<file path="src/rtl/collision_scheduler.sv">
// Frame-synchronous collision arbiter: one shared box-overlap comparator scans ship+4 shots vs 4 rocks.
// Optional ship invulnerability window after a hit is enabled by defining COLLIDE_GRACE_EN.
module collision_scheduler #(
  parameter int unsigned SHIP_R  = 48,
  parameter int unsigned SHOT_R  = 32,
  parameter int unsigned SCORE_W = 16
`ifdef COLLIDE_GRACE_EN
  , parameter int unsigned GRACE_FRAMES = 120
`endif
) (
  input  logic               clk,
  input  logic               rst_imp,
  input  logic               vs,
  input  logic [9:0]         ship_x,
  input  logic [9:0]         ship_y,
  input  logic [39:0]        rock_x,
  input  logic [39:0]        rock_y,
  input  logic [39:0]        shot_x,
  input  logic [39:0]        shot_y,
  input  logic [3:0]         rock_active,
  input  logic [3:0]         shot_active,
  output logic [3:0]         reset_rocks,
  output logic [3:0]         reset_shots,
  output logic               reset_ship,
  output logic               hit,
  output logic [SCORE_W-1:0] score,
  output logic               busy,
  output logic               overrun,
  output logic               grace_active
);

  localparam int unsigned CW      = 10;
  localparam int unsigned PW      = 5;
  localparam int unsigned SUM_W   = SCORE_W + 3;
  localparam logic [PW-1:0] LAST_PAIR = PW'(19);

  typedef enum logic [1:0] {IDLE, LATCH, SCAN, COMMIT} state_t;

  state_t        state;
  logic          vs_s1, vs_s2, vs_s3;
  logic          vs_edge;
  logic [PW-1:0] pair;

  logic [CW-1:0] ship_x_q, ship_y_q;
  logic [39:0]   rock_x_q, rock_y_q, shot_x_q, shot_y_q;
  logic [3:0]    rock_act_q, shot_act_q;

  logic [3:0]    rock_flag, shot_flag, kill_flag;
  logic          ship_flag;
  logic          grace_block;

  logic [2:0]    obj;
  logic [1:0]    rk, sh;
  logic          is_ship;
  logic [CW-1:0] ax, ay, bx, by, dx, dy, radius;
  logic          overlap, pair_ok, pair_hit;

  logic [2:0]         kill_cnt;
  logic [SUM_W-1:0]   score_sum;
  logic [SCORE_W-1:0] score_next;

  assign vs_edge = vs_s2 & ~vs_s3;

  // Current pair decode and unsigned, non-wrapping box-overlap test
  always_comb begin
    obj     = pair[4:2];
    rk      = pair[1:0];
    is_ship = (obj == 3'd0);
    sh      = 2'(obj - 3'd1);
    ax      = is_ship ? ship_x_q : shot_x_q[sh*CW +: CW];
    ay      = is_ship ? ship_y_q : shot_y_q[sh*CW +: CW];
    bx      = rock_x_q[rk*CW +: CW];
    by      = rock_y_q[rk*CW +: CW];
    dx      = (ax >= bx) ? ax - bx : bx - ax;
    dy      = (ay >= by) ? ay - by : by - ay;
    radius  = is_ship ? CW'(SHIP_R) : CW'(SHOT_R);
    overlap = (dx <= radius) && (dy <= radius);
    pair_ok = rock_act_q[rk] && !rock_flag[rk] &&
              (is_ship ? !grace_block : (shot_act_q[sh] && !shot_flag[sh]));
    pair_hit = pair_ok && overlap;
  end

  // Saturating score update from rocks killed by shots this frame
  always_comb begin
    kill_cnt   = 3'(kill_flag[0]) + 3'(kill_flag[1]) + 3'(kill_flag[2]) + 3'(kill_flag[3]);
    score_sum  = SUM_W'(score) + SUM_W'(kill_cnt);
    score_next = (score_sum[SUM_W-1:SCORE_W] != '0) ? '1 : score_sum[SCORE_W-1:0];
  end

  always_ff @(posedge clk or posedge rst_imp) begin
    if (rst_imp) begin
      state       <= IDLE;
      vs_s1       <= 1'b0;
      vs_s2       <= 1'b0;
      vs_s3       <= 1'b0;
      pair        <= '0;
      ship_x_q    <= '0;
      ship_y_q    <= '0;
      rock_x_q    <= '0;
      rock_y_q    <= '0;
      shot_x_q    <= '0;
      shot_y_q    <= '0;
      rock_act_q  <= '0;
      shot_act_q  <= '0;
      rock_flag   <= '0;
      shot_flag   <= '0;
      kill_flag   <= '0;
      ship_flag   <= 1'b0;
      reset_rocks <= '0;
      reset_shots <= '0;
      reset_ship  <= 1'b0;
      hit         <= 1'b0;
      score       <= '0;
      busy        <= 1'b0;
      overrun     <= 1'b0;
    end else begin
      vs_s1       <= vs;
      vs_s2       <= vs_s1;
      vs_s3       <= vs_s2;
      reset_rocks <= '0;
      reset_shots <= '0;
      reset_ship  <= 1'b0;
      hit         <= 1'b0;
      if (vs_edge && state != IDLE) overrun <= 1'b1;
      case (state)
        IDLE: begin
          if (vs_edge) begin
            state <= LATCH;
            busy  <= 1'b1;
          end
        end
        LATCH: begin
          ship_x_q   <= ship_x;
          ship_y_q   <= ship_y;
          rock_x_q   <= rock_x;
          rock_y_q   <= rock_y;
          shot_x_q   <= shot_x;
          shot_y_q   <= shot_y;
          rock_act_q <= rock_active;
          shot_act_q <= shot_active;
          rock_flag  <= '0;
          shot_flag  <= '0;
          kill_flag  <= '0;
          ship_flag  <= 1'b0;
          pair       <= '0;
          state      <= SCAN;
        end
        SCAN: begin
          // Ship pairs come first, so a rock the ship hits is gone before shots see it
          if (pair_hit) begin
            rock_flag[rk] <= 1'b1;
            if (is_ship) begin
              ship_flag <= 1'b1;
            end else begin
              shot_flag[sh] <= 1'b1;
              kill_flag[rk] <= 1'b1;
            end
          end
          if (pair == LAST_PAIR) state <= COMMIT;
          else                   pair  <= pair + PW'(1);
        end
        COMMIT: begin
          reset_rocks <= rock_flag;
          reset_shots <= shot_flag;
          reset_ship  <= ship_flag;
          hit         <= |kill_flag;
          score       <= score_next;
          busy        <= 1'b0;
          state       <= IDLE;
        end
        default: state <= IDLE;
      endcase
    end
  end

`ifdef COLLIDE_GRACE_EN
  localparam int unsigned GW = 16;

  logic [GW-1:0] grace_cnt;
  logic [GW-1:0] grace_next;

  assign grace_block = (grace_cnt != '0);

  // Reload on a ship hit, otherwise count frames down to zero
  always_comb begin
    grace_next = grace_cnt;
    if (ship_flag)               grace_next = GW'(GRACE_FRAMES);
    else if (grace_cnt != '0)    grace_next = grace_cnt - GW'(1);
  end

  always_ff @(posedge clk or posedge rst_imp) begin
    if (rst_imp) begin
      grace_cnt    <= '0;
      grace_active <= 1'b0;
    end else if (state == COMMIT) begin
      grace_cnt    <= grace_next;
      grace_active <= (grace_next != '0);
    end
  end
`else
  assign grace_block  = 1'b0;
  assign grace_active = 1'b0;
`endif

endmodule

</file>
<file path="config.mk">
export PLATFORM = sky130hd
export DESIGN_NAME = collision_scheduler
export DESIGN_NICKNAME = d
export VERILOG_FILES = /design/src/rtl/collision_scheduler.sv
export SDC_FILE = /design/constraint.sdc
export NUM_CORES = 1
export LEC_CHECK = 0
export CORE_UTILIZATION = 29
export DETAILED_ROUTE_END_ITERATION = 7
export MAX_ROUTING_LAYER = met4
export PLACE_DENSITY = 0.57
export SKIP_CTS_REPAIR_TIMING = 1
export SYNTH_ARGS = -nofsm -noshare
export SYNTH_HDL_FRONTEND = slang
export SYNTH_SLANG_ARGS = --single-unit
</file>
<file path="constraint.sdc">
create_clock -name clk -period 22.4 [get_ports clk]
set_input_delay 4.48 -clock clk [delete_from_list [all_inputs] [get_ports clk]]
set_output_delay 4.48 -clock clk [all_outputs]
set_load 0.02 [all_outputs]
</file>
Yosys cells after proc, flatten, opt, wreduce, memory -nomap -nowiden
Cells that the tools add are included. Widths: inputs -> output; s select.

Register bits: 239. Output and inout port bits: 29.

Add/sub/neg operators: 10. Multiply operators: 2. Magnitude comparators: 8. Eq/ne operators: 10. Shift-type cells: 4. Multiplexer cells: 41. Bitwise operators: 5. Reduce and logical (&&, ||, !) cells: 23.

Operators with widths (count): $shiftx 40x7->10 (4); $mux 10 (4); $sub 10x10->10 (4); $mux 4 (7); $pmux 4 s2 (3); $ge 10x10->1 (2); $le 10x6->1 (2); $add 16x3->17 (1); $mux 16 (1); $mux 1 (12); $ne 2x2->1 const B (6); $or 4x4->4 (3); $mul 2x3->5 const B (2); $mux 5 (2); $pmux 5 s2 (1); $bmux 1 s2 (4); $logic_and 1x1->1 (8); $pmux 2 s4 (1); $reduce_and 2->1 (4); $lt 2x3->1 const B (2); $reduce_and 3->1 (2); $reduce_bool 2->1 (3); $add 5x1->5 const B (1); $eq 5x5->1 const B (1); other kinds (17) (23).

Logic depth before layout (Yosys ltp)
Word-level depth: 11. Mapped depth: 24. Depth with buffers taken out: 21.

Worst setup path after synthesis
Ideal clock, no wire load.

Path kind: register -> register. Start point: register pair[2]. End point: register kill_flag[1]. Library setup time: 0.093 ns. Data arrival time: 5.793 ns. Path slack: 16.514 ns. Cell stages (with the launch flop): 25. Buffers on the path: 5. Period minus slack after synthesis: 5.886 ns. Cell sequence: dfrtp_1 > clkbuf_1 > buf_1 > inv_1 > ha_1 > nand2b_1 > clkbuf_1 > buf_1 > mux2i_1 > ha_1 > buf_6 > a21o_4 > a221oi_2 > nand2_1 > a221o_1 > nor3_1 > a21oi_1 > xnor2_1 > ha_1 > o2111ai_1 > a41oi_1 > mux2i_1 > nor3_1 > nand2_1 > o31ai_2.

Word-level cells in the longest chain between the ends: 11. Elaborated cells between the ends (all ways): 31.

RTL lines: start, declared (line 42) `logic [PW-1:0] pair;`; start signal, assigned (line 160) `else pair <= pair + PW'(1);`; $sub 2x1->2 (line 69) `sh = 2'(obj - 3'd1);`; $mul 2x3->5 (line 70, 71); $shiftx 40x7->10 (on tied branches) (line 70, 71); $mux 10 (on tied branches) (line 70, 71); $sub 10x10->10, or another cell as far along (line 74) `dx = (ax >= bx) ? ax - bx : bx - ax;`; $mux 10 (on tied branches) (line 74, 75); $le 10x6->1 (line 77) `overlap = (dx <= radius) && (dy <= radius);`; $logic_and 1x1->1 (line 77); $logic_and 1x1->1 (line 80) `pair_hit = pair_ok && overlap;`; $ne 2x2->1 (no line); $reduce_and 3->1 (no line) (*); end signal, assigned (line 107) `kill_flag <= '0;`; end signal, assigned (line 143) `kill_flag <= '0;`; end signal, assigned by index (line 156) `kill_flag[rk] <= 1'b1;`; end, declared (line 48) `logic [3:0] rock_flag, shot_flag, kill_flag;`.

Mark *: on every way between the ends. The rest lies on a longest branch, timed or not. The select of a mux whose other input is x is not followed. A chain may end at the register's enable or synchronous reset.

Worst setup path in the final report
Ends and elaborated chain as after synthesis.

==> metrics <==
placed inst area between 10000 and 15000 µm²; Synth cell types 66; final period utilization 31.15%; Critical Path End Type flop; total power 2.556 mW; Util after Layout 37.97%; Die X 207.7 µm; Placement Rows 75; CP startpoint kind flop; cells after synthesis between 900 and 1000; Max VDD drop 71.98 µV; grt peak-use layer met2; dpl cells 1671; num ports between 200 and 250; PortBufs 218; most frequent cells in the layout dfrtp_1 (237), clkdlybuf4s50_1 (218), mux2_2 (187); diode count 0; Core ar. 41850 µm²; starting density of the core 29.33%; vias in the first global route around 8500; Routed Antenna Nets 0; drt via density 4.697; die height approximately 210 µm; Post-synth EDFFs 0; critical path class flop to flop; Post-Route Setup TNS 0 ps; Vias 8083; final setup violating endpoints 0; DRC errors left 0; fin crit period 6978 ps; Net Count, Synth 1204; Synth Flop Type dfrtp_1; layout cells sized above 1 around 25%; worst hold path class flop to flop; RSZ-0062 raised after global routing false; area of the mapped netlist 12280 µm²; initial antenna violation count 1; P&R area growth vs syn 29.45%; DR iter-0 viols roughly 370; cts bufs inserted 29; Die Footprint 43160 µm²; max incr delay on CP ~1100 ps; H-tree Lvls 1; Max Freq 143.3 MHz; max-slew violation count 0; met1 global-route usage 18.91%; Setup WS pre-CTS ~15000 ps; total wire length 31570 µm; CTS Buffer Depth 3; Pleak ~6.6 nW; clk_skew ~18 ps; Final nets between 1000 and 1500; Max FO, Critical Path 25; TritonCTS Sinks 239; GR Util All Layers 15.19%; max_cap viols 0; commonest non-fill, non-tap cell in the layout dfrtp_1; M3 GR Usage 2.390%; status finished, final reports clean; Hold Vio Cnt, Final 0; RD Place Congestion 0.8457; Worst Path Required 22860 ps; design area 15890 µm²; Clock transition at path regs 60 ps; first-pass GRT wire length 49620 µm; Data arrival, critical path between 7000 and 8000 ps; critical path's slowest cell ha_1; Ys Warns 0; Crit path top cell by count ha_1; register area share after synthesis about half; Yosys reg bits 239; Syn Area/Cell 12.84 µm²; average wire per standard cell 18.34 µm; Fin Hold WS 372.7 ps; Final Non-Filler Cells around 1700; DP HPWL 23420 µm; GR Overflow Total 0; Slew HR 29.55%; actual slew at the worst max-slew pin roughly 1100 ps; Clock Latency Late Sink 570 ps; largest net degree at the start of global routing 110; TritonCTS clock tree yes; met2 usage in global routing 25.83%; PD cells 160.9 nW/µm²; Async SR Flop Fraction 100.0%; drt first pass iters 4; crit-path cells inv_1, ha_1, mux4_2, mux2i_1, ha_1, and2_2, a221oi_2, nand2_1, a221o_1, nor3_1, a21oi_1, xnor2_1, ha_1, o2111ai_1, a41oi_1, mux2i_1, nor3_1, nand2_1, o31ai_2; CTS root buffer clkbuf_16; post-route setup slack 15420 ps
==> cell type report <==
type,count,area (µm²)
multi-input cells,610,5874
inverters,59,229.0
clock inverters,8,77.57
flip-flops and latches,239,5983
well taps,539,674.4
repair buffers,224,2227
clock buffers,42,824.5
fillers,4076,25960
==> logic make-up after synthesis <==
| kind of cell | count (synthesis) | synth area share, % |
|---|---|---|
| DFF | 239 | 48.72 |
| buffers and inverters | 107 | 3.547 |
| xor gates and xnor gates | 24 | 1.712 |
| adders and majority gates | 57 | 5.993 |
| other | 1 | 0.03055 |
| and+or+nand+nor | 161 | 6.544 |
| AOI/OAI and AO/OA | 118 | 7.064 |
| muxes | 249 | 26.39 |
==> flip-flops by register name, summed over array words and instances, names as in the netlist, 2 cells and up <==
register and count:
rock_x_q 40, rock_y_q 40, shot_x_q 40, shot_y_q 40, score 16, ship_x_q 10
ship_y_q 10, pair 5, kill_flag 4, reset_rocks 4, reset_shots 4, rock_act_q 4
rock_flag 4, shot_act_q 4, shot_flag 4, state 2
==> synthesized netlist by cell type (all sizes together) (9+ instances only) <==
| cell type | count | area, µm² |
|---|---|---|
| o31ai | 10 | 115.1 |
| nor2 | 18 | 67.56 |
| xnor2 | 11 | 96.34 |
| buf | 11 | 65.05 |
| dfrtp | 239 | 5981 |
| nand2 | 57 | 214.0 |
| a21oi | 29 | 145.1 |
| nand3 | 26 | 130.1 |
| and2 | 13 | 82.58 |
| mux2 | 187 | 2106 |
| ha | 54 | 675.7 |
| clkbuf | 37 | 148.9 |
| xor2 | 13 | 113.9 |
| inv | 59 | 221.5 |
| mux2i | 21 | 210.2 |
| mux4 | 41 | 923.4 |
| a21o | 9 | 75.07 |
| nor2b | 11 | 68.82 |
| o21ai | 19 | 95.09 |
==> critical path, delay by kind of cell (launching register included) <==
family | cells | cell delay (ps)
AO/OA/AOI/OAI | 6 | 1390
buffers and inverters | 1 | 210
adder cells (fa/ha/maj) | 3 | 1750
flip-flops | 1 | 920
multiplexers | 3 | 780
AND/OR/NAND/NOR | 5 | 1680
XOR/XNOR | 1 | 140
==> worst paths after layout <==
path                       startpoint            to  slack [ps]  cells after the start
max                           pair[2]  kill_flag[1]       15420                     19
min                             vs_s1         vs_s2         370                      0
max reg2reg                   pair[2]  kill_flag[1]       15420                     19
min reg2reg                     vs_s1         vs_s2         370                      0
max in group asynchronous     rst_imp   rock_x_q[5]       16460                      3
min in group asynchronous     rst_imp   shot_y_q[1]        4470                      2
==> routing by layer <==
metal / vias up / share of wire (%)
met2: 173 / 50
met3: 44 / 3.6
met1: 3994 / 44
li1: 3872 / -
met5: - / 0
met4: 0 / 2.3
==> power breakdown <==
group / switching [mW] / internal, mW
combinational: 0.711 / 0.670
clock: 0.185 / 0.265
sequential: 0.108 / 0.617
total: 1.00 / 1.55
No activity file was read; power rests on OpenSTA's default activity.
